<file path="config.mk">
export PLATFORM = sky130hd
export DESIGN_NAME = rr_mux_n
export DESIGN_NICKNAME = d
export VERILOG_FILES = /design/src/rtl/mux_n_pkg.sv /design/src/rtl/rr_arbiter_n.sv /design/src/rtl/rr_mux_n.sv
export SDC_FILE = /design/constraint.sdc
export NUM_CORES = 1
export LEC_CHECK = 0
export ABC_AREA = 1
export ABC_CLOCK_PERIOD_IN_PS = 4850
export BUFFER_PORTS_ARGS = -buffer_cell sky130_fd_sc_hd__buf_2
export CORE_MARGIN = 3
export CORE_UTILIZATION = 50
export DETAILED_ROUTE_END_ITERATION = 7
export PLACE_DENSITY_LB_ADDON = 0.08
export SLEW_MARGIN = 15
export SYNTH_ARGS = -nofsm -noshare
export SYNTH_HDL_FRONTEND = slang
export SYNTH_SLANG_ARGS = --single-unit
</file>
<file path="constraint.sdc">
create_clock -name clk -period 4.85 [get_ports clk]
set_input_delay 0.7275 -clock clk [delete_from_list [all_inputs] [get_ports clk]]
set_output_delay 0.7275 -clock clk [all_outputs]
set_load 0.01 [all_outputs]
</file>
<file path="src/rtl/mux_n_pkg.sv">
// Shared helpers for the N-channel round-robin mux: select-width sizing and
// pointer increment with wrap-around for non-power-of-two channel counts.
package mux_n_pkg;

    function automatic int sel_width(input int n);
        return (n <= 2) ? 1 : $clog2(n);
    endfunction

    function automatic int wrap_inc(input int idx, input int n);
        return (idx >= n - 1) ? 0 : idx + 1;
    endfunction

endpackage

</file>
<file path="src/rtl/rr_arbiter_n.sv">
// Combinational N-way arbiter: round-robin search starting at ptr, or a fixed
// index select where an out-of-range index simply produces no grant.
module rr_arbiter_n
    import mux_n_pkg::*;
#(
    parameter  int N  = 5,
    localparam int SW = sel_width(N)
) (
    input  logic [N-1:0]  req,
    input  logic [SW-1:0] ptr,
    input  logic          fixed_en,
    input  logic [SW-1:0] fixed_sel,
    output logic          grant_valid,
    output logic [SW-1:0] grant_idx
);

    logic          w_hi_valid;
    logic [SW-1:0] w_hi_idx;
    logic          w_lo_valid;
    logic [SW-1:0] w_lo_idx;

    // Descending scans leave the lowest matching index: the "hi" search covers
    // ptr..N-1, the "lo" search covers the whole vector and supplies the wrap.
    always_comb begin
        w_hi_valid = 1'b0;
        w_hi_idx   = '0;
        w_lo_valid = 1'b0;
        w_lo_idx   = '0;
        for (int i = N - 1; i >= 0; i--) begin
            if (req[i]) begin
                w_lo_valid = 1'b1;
                w_lo_idx   = SW'(i);
                if (i >= int'(ptr)) begin
                    w_hi_valid = 1'b1;
                    w_hi_idx   = SW'(i);
                end
            end
        end
    end

    always_comb begin
        grant_valid = 1'b0;
        grant_idx   = '0;
        if (fixed_en) begin
            for (int i = 0; i < N; i++) begin
                if (int'(fixed_sel) == i && req[i]) begin
                    grant_valid = 1'b1;
                    grant_idx   = SW'(i);
                end
            end
        end else if (w_hi_valid) begin
            grant_valid = 1'b1;
            grant_idx   = w_hi_idx;
        end else if (w_lo_valid) begin
            grant_valid = 1'b1;
            grant_idx   = w_lo_idx;
        end
    end

endmodule

</file>
<file path="src/rtl/rr_mux_n.sv">
// N-channel valid/ready multiplexer with one registered output stage, sharing
// the output round-robin or by fixed index.
module rr_mux_n
    import mux_n_pkg::*;
#(
    parameter  int N  = 5,
    parameter  int W  = 8,
    localparam int SW = sel_width(N)
) (
    input  logic           clk,
    input  logic           rst,
    input  logic [N*W-1:0] in_data,
    input  logic [N-1:0]   in_valid,
    output logic [N-1:0]   in_ready,
    input  logic           fixed_en,
    input  logic [SW-1:0]  fixed_sel,
    output logic [W-1:0]   out_data,
    output logic           out_valid,
    input  logic           out_ready,
    output logic [SW-1:0]  out_sel
);

    logic [SW-1:0] r_ptr;
    logic [W-1:0]  r_out_data;
    logic          r_out_valid;
    logic [SW-1:0] r_out_sel;

    logic          w_load;
    logic          w_xfer;
    logic          w_grant_valid;
    logic [SW-1:0] w_grant_idx;
    logic [W-1:0]  w_grant_data;

    rr_arbiter_n #(.N(N)) u_arbiter (
        .req         (in_valid),
        .ptr         (r_ptr),
        .fixed_en    (fixed_en),
        .fixed_sel   (fixed_sel),
        .grant_valid (w_grant_valid),
        .grant_idx   (w_grant_idx)
    );

    // Reset blocks acceptance so no producer sees a handshake for a word that
    // the register would immediately discard.
    assign w_load = !rst && (!r_out_valid || out_ready);
    assign w_xfer = w_load && w_grant_valid;

    always_comb begin
        in_ready     = '0;
        w_grant_data = '0;
        for (int i = 0; i < N; i++) begin
            if (w_grant_idx == SW'(i)) begin
                in_ready[i]  = w_xfer;
                w_grant_data = in_data[i*W +: W];
            end
        end
    end

    always_ff @(posedge clk) begin
        if (rst) begin
            r_out_data  <= '0;
            r_out_valid <= 1'b0;
            r_out_sel   <= '0;
            r_ptr       <= '0;
        end else if (w_xfer) begin
            r_out_data  <= w_grant_data;
            r_out_sel   <= w_grant_idx;
            r_out_valid <= 1'b1;
            if (!fixed_en) begin
                r_ptr <= SW'(wrap_inc(int'(w_grant_idx), N));
            end
        end else if (out_ready) begin
            r_out_valid <= 1'b0;
        end
    end

    assign out_data  = r_out_data;
    assign out_valid = r_out_valid;
    assign out_sel   = r_out_sel;

endmodule

</file>
==> impl_metrics.toml, run 1 <==
[sta]
hold-worst-slack_ns = 0.475
final.setup.worst_slack_ns = 1.25
max_slew_margin_pct = 52.1
fmax_mhz = 278
fin_skew_ns = 0.00247
period_minus_slack_ns = 3.60
finalHoldViolations = 0
fin_crit_sh_pct = 74.3
rsz0062_at_grt = "no"
slew_violations = 0
worst_slew_pin_slew_ns = 0.717
setup_violations = 0
setup_tns_ns = 0

[clock_network]
numCtsBuffers = 3
clk_latency_ns = 0.29
cts.sinks = 15
cts-root-buf = "clkbuf_4"
clkSlewWorstSetupHoldPaths_ns = 0.09
cts-resized-gates = 0
htree_levels = 1
hold_buffers = 0
cts_tree = "yes"
clock_tree.buffer_depth = 2
postCtsSetupBuffers = 0

[power_and_ir_drop]
design_power_total_mw = 0.378
peakVddDrop_mv = 0.144
powerDensity_nw_per_um2 = 197
p_leak_nw = 1.11

[finish]
stdcell_area_um2 = 1920
final_cells = 375
area_growth_pct = 20.5
fin_util_pct = 66.2
antenna_cells = 0
drive_above_1_share_pct = 31.2
num-nets-final = 390
fillerInstances = 304

[yosys]
synthesis.instances = 274
synth_area_per_cell_um2 = 5.81
yosysSeqAreaShare_pct = 18.9
synth-edff-count = 0
synth.most_common_cell = "nand2_1"
ys_top_cells_by_area = "dfxtp_1 (19%), nand2_1 (17%), inv_1 (11%)"
synth_cell_types = 32
netlist_area_um2 = 1590
syn_nets = 330
synth-main-ff-cell = "dfxtp_1"
synthArstFlopShare_pct = 0
netlist.area_leader.share_pct = 18.9
synth_commonest_cells = "nand2_1 (74), inv_1 (46), nand3_1 (30)"
synth_top_cell_by_area = "dfxtp_1"
ys_seq_elements = 15
yosysWarnings = 0

[setup_path]
arrival_ns = 2.87
slowest_stage = "ha_1"
cp_cell_sequence = "buf_2 -> nand2_1 -> nor2_2 -> nor2_4 -> nand3_1 -> inv_1 -> nand2_1 -> o21ai_0 -> nand2_1 -> o21ai_0 -> inv_1 -> ha_1 -> nand2_2 -> nor2_1 -> buf_2"
rrSetupSlack_ns = 2.27
cp.required_ns = 4.12
cp_common_cell = "nand2_1"
critPathKind = "in -> out"
cp-start-kind = "input pin"
cp_max_fo = 18
endpoint_kind = "output port"
max_stage_delay_ns = 0.59

[floorplanning]
fp.dieH_um = 62.4
initial_core_util_pct = 54.9
boundaryPins = 69
rows = 19
die_w_um = 62.4
fp.coreArea_um2 = 2900
die-area_um2 = 3900

[global_routing]
antenna_found_initial = 0
grt_util_all_layers_pct = 20.7
grt_pass1_wl_um = 6830
overflow = 0
grt_pass1_vias = 1624
grt_max_degree = 31

[routing]
via_count = 1786
drc = 0
via_per_inst = 4.76
drt-initial-drc-count = 87
drt-pass1-iter-count = 4
final_antenna_net_count = 0
wl_per_cell_um = 10.4
wl_um = 3900

[status]
status = "finished clean"

[placement]
post-place-ws_ns = 1.28
place_inst = 371
placed_cell_area_um2 = 1890
routabilityCongestion = 0.857
io_buffers = 68
place_hpwl_um = 3090

[worst_hold_path]
hp-class = "reg -> reg"

[run]
maxCapViolations = 0
-- cells by family (layout without fill, tap and decap cells) --
kind of cell	after synthesis	after routing	synth area share [%]
compound gates	42	42	15.5
fa+ha+maj	4	4	3.14
buf+inv	64	123	18.1
flops	15	15	18.9
simple gates	149	149	44.5
-- power breakdown --
group          total, mW  switching, mW  internal, mW
Sequential         0.139        0.00559         0.133
Combinational      0.166          0.103        0.0627
Clock             0.0732         0.0425        0.0307
Total              0.378          0.151         0.227
-- path summary, 6_finish.rpt --
path / cells after the start / to / startpoint
worst min register to register: 2 / out_sel[2] / out_sel[2]
worst max register to register: 17 / out_data[4] / r_ptr[1]
worst max-delay path: 15 / in_ready[4] / in_valid[0]
worst min-delay path: 2 / out_sel[2] / out_sel[2]
-- layout by cell type, fill, tap and decap left out --
cell / synthesis / final
nand2_1: 74 / 74
buf_2: 3 / 68
inv_1: 46 / 46
nand3_1: 30 / 30
o21ai_0: 21 / 21
nor2_1: 20 / 20
dfxtp_1: 15 / 15
nand3_2: 8 / 8
a21oi_2: 8 / 8
a21oi_1: 7 / 7
inv_2: 4 / 4
nand2_2: 4 / 4
ha_1: 4 / 4
nor2_2: 3 / 3
o21ai_1: 3 / 3
clkbuf_4: 0 / 3
nor2_4: 2 / 2
nand4_1: 2 / 2
a31oi_1: 1 / 1
or2_1: 1 / 1
nor3_2: 1 / 1
nor4_1: 1 / 1
nand2_4: 1 / 1
inv_4: 1 / 1
nor3_1: 1 / 1
o21a_1: 1 / 1
o211ai_1: 1 / 1
nand3b_1: 1 / 1
clkinv_2: 0 / 1
-- worst max-delay path, delay by kind of cell --
family / cells / cell delay (ns)
AOI/OAI and AO/OA: 2 / 0.25
adders and majority gates: 1 / 0.59
buffers and inverters: 4 / 0.46
and+or+nand+nor: 8 / 0.86
-- cell type report --
cell class / count / area [µm²] / share of cell area (%)
repair buffers: 68 / 340 / 17.7
multi-input cells: 195 / 1000 / 52.3
clock inverters: 1 / 5.00 / 0.261
clock buffers: 3 / 22.5 / 1.17
well taps: 42 / 52.6 / 2.74
flip-flops and latches: 15 / 300 / 15.6
inverters: 51 / 194 / 10.1
-- state kept, by name (all words and copies together) (netlist names) --
register,count
out_sel,3
out_valid,1
r_ptr,3
out_data,8
-- routing by layer --
layer | GRT usage [%] | vias to the layer above | routed length (µm)
met5 | 0 | - | 0
met4 | 3.31 | 0 | 0
met3 | 4.14 | 0 | 214
met2 | 39.4 | 47 | 2010
met1 | 23.9 | 766 | 1680
li1 | - | 973 | -
Note: power is estimated with default switching activity, not from simulation.
==> run 2, diff against run 1 <==
ABC_CLOCK_PERIOD_IN_PS = 3200   (was 4850)
CORE_UTILIZATION = 43   (was 50)
clock period = 3.2 ns   (was 4.85 ns; I/O delays follow)
==> run 2 against run 1 <==
Global-route usage decreased by 2.6 points; total power rose by 67%; hold slack lost 0.017 ns; clock-buffer cell count did not move; cell area grew 2.5%; first-iteration DRC count increased by 44%; sequential power grew 51%; critical path depth stayed put; sequential share of layout area down 0.39 points; routed wire length rose by 2.9%; critical endpoint is now in_ready[1]; largest power group unchanged; highest routed layer is now met4.
==> impl_metrics.toml, run 2 (same netlist as run 1, synthesis figures left out) <==
[status]
status = "finished clean"

[clock_network]
clock_tree.buffer_depth = 2
htree_levels = 1
postCtsSetupBuffers = 0
cts.sinks = 15
cts_tree = "yes"
clk_latency_ns = 0.25
cts-root-buf = "clkbuf_8"
clkSlewWorstSetupHoldPaths_ns = 0.06
numCtsBuffers = 3

[setup_path]
worstReg2RegStart = "r_ptr[1]"
slowest_stage = "dfxtp_1"
crit_family = "simple AND/OR/NAND/NOR gates"
arrival_ns = 2.43
rrSetupSlack_ns = 0.61
endpoint_kind = "output port"
cp-start-kind = "register"
worst-path-buf-inv = 3
cp.required_ns = 2.72
cp_common_cell = "nand2_1"
max_stage_delay_ns = 0.41
cp-startpoint = "r_ptr[1]"
rr_endpoint = "out_data[5]"
cp_cell_sequence = "nand2_1 -> nand2_1 -> nand2_1 -> nand2_1 -> nand3_1 -> inv_1 -> nand2_1 -> o21ai_0 -> nand2_1 -> o21ai_0 -> inv_1 -> ha_1 -> nand2_1 -> nor2_1 -> buf_2"
cp_max_fo = 17
critPathKind = "reg -> out"
r2r_cells = 19

[global_routing]
overflow = 0
grt_util_all_layers_pct = 18.1
grt_pass1_wl_um = 6320
antenna_found_initial = 0
grt_pass1_vias = 1455
grt_max_degree = 31

[power_and_ir_drop]
powerDensity_nw_per_um2 = 321
p_leak_nw = 1.13
design_power_total_mw = 0.631
peakVddDrop_mv = 0.150

[sta]
finalHoldViolations = 0
fin_crit_sh_pct = 91.0
setup_violations = 0
setup_tns_ns = 0
fmax_mhz = 343
max_slew_margin_pct = 65.6
period_minus_slack_ns = 2.91
worst_slew_pin_slew_ns = 0.517
slew_violations = 0
fin_skew_ns = 0.00309
rsz0062_at_grt = "no"

[finish]
mostFrequentLayoutCell = "nand2_1"
regArea_um2 = 300
largest_reg_flops = 8
multiInputGateArea_um2 = 1010
antenna_cells = 0
drive_above_1_share_pct = 32.1
fillerInstances = 355
area_growth_pct = 23.6
final_cells = 382
final_cell_mix = "nand2_1 (74), buf_2 (68), inv_1 (46)"
num-nets-final = 393

[routing]
final_antenna_net_count = 0
drt-initial-drc-count = 125
wl_per_cell_um = 10.5
drc = 0
drt-pass1-iter-count = 4
wl_um = 4020
via_per_inst = 4.68
via_count = 1786

[worst_hold_path]
hold_depth = 2
worstHoldEndpoint = "out_sel[2]"
hp-class = "reg -> reg"
min-delay-start = "out_sel[2]"

[floorplanning]
rows = 21
die-area_um2 = 4470
initial_core_util_pct = 46.3
fp.coreArea_um2 = 3440
boundaryPins = 69
fp.dieH_um = 66.9
die_w_um = 66.9

[placement]
place_inst = 378
routabilityCongestion = 0.797
io_buffers = 68
place_hpwl_um = 3240

[run]
maxCapViolations = 0
-- run 2: worst max-delay path by stage --
stage	slack, ns	cells past startpoint	endpoint
after global placement	0.43	15	in_ready[4]
after detailed placement	0.35	15	in_ready[4]
after global routing	0.03	15	in_ready[1]
after CTS	0.25	15	in_ready[4]
after floorplan	0.56	15	in_ready[1]
final	0.29	15	in_ready[1]
-- run 2: where the power goes --
part,internal [mW],total [mW],switching [mW]
sequential,0.202,0.210,0.00825
clock,0.0864,0.158,0.0711
combinational,0.100,0.263,0.163
total,0.389,0.631,0.242
-- run 2: tightest hold or removal path, cell delays in order (launching register included) --
cell	delay [ns]
dfxtp_1	0.31
nand2_1	0.06
a21oi_1	0.05
-- run 2: routing by layer --
metal,up-vias,GRT usage [%],share of wire (%)
met5,-,0,0
met4,0,5.32,1.2
met3,4,2.02,6.3
met2,49,27.7,45
met1,756,26.3,48
li1,977,-,-
-- run 2: layout make-up --
type / count / share of cell area, %
Timing Repair Buffer: 71 / 18.4
Tap cell: 46 / 2.92
Sequential cell: 15 / 15.3
Clock buffer: 3 / 2.10
Multi-Input combinational cell: 195 / 51.2
Clock inverter: 1 / 0.254
Inverter: 51 / 9.85
-- run 2: what timing repair did --
item	CTS	global route
endpoints found under the setup margin	0	1
gates resized for setup	0	1
hold buffers	0	0
-- run 2: metrics by stage --
stage          instance area [µm²]  util, %  setup slack (ns)  hold slack (ns)
2_1_floorplan                 1590        -             0.558            0.461
3_3_place_gp                  1920     55.8             0.431            0.449
3_5_place_dp                  1920     55.8             0.353            0.452
4_1_cts                       1970     57.1             0.255            0.451
5_1_grt                       1970     57.2            0.0333            0.454
6_report                      1970     57.2             0.288            0.458
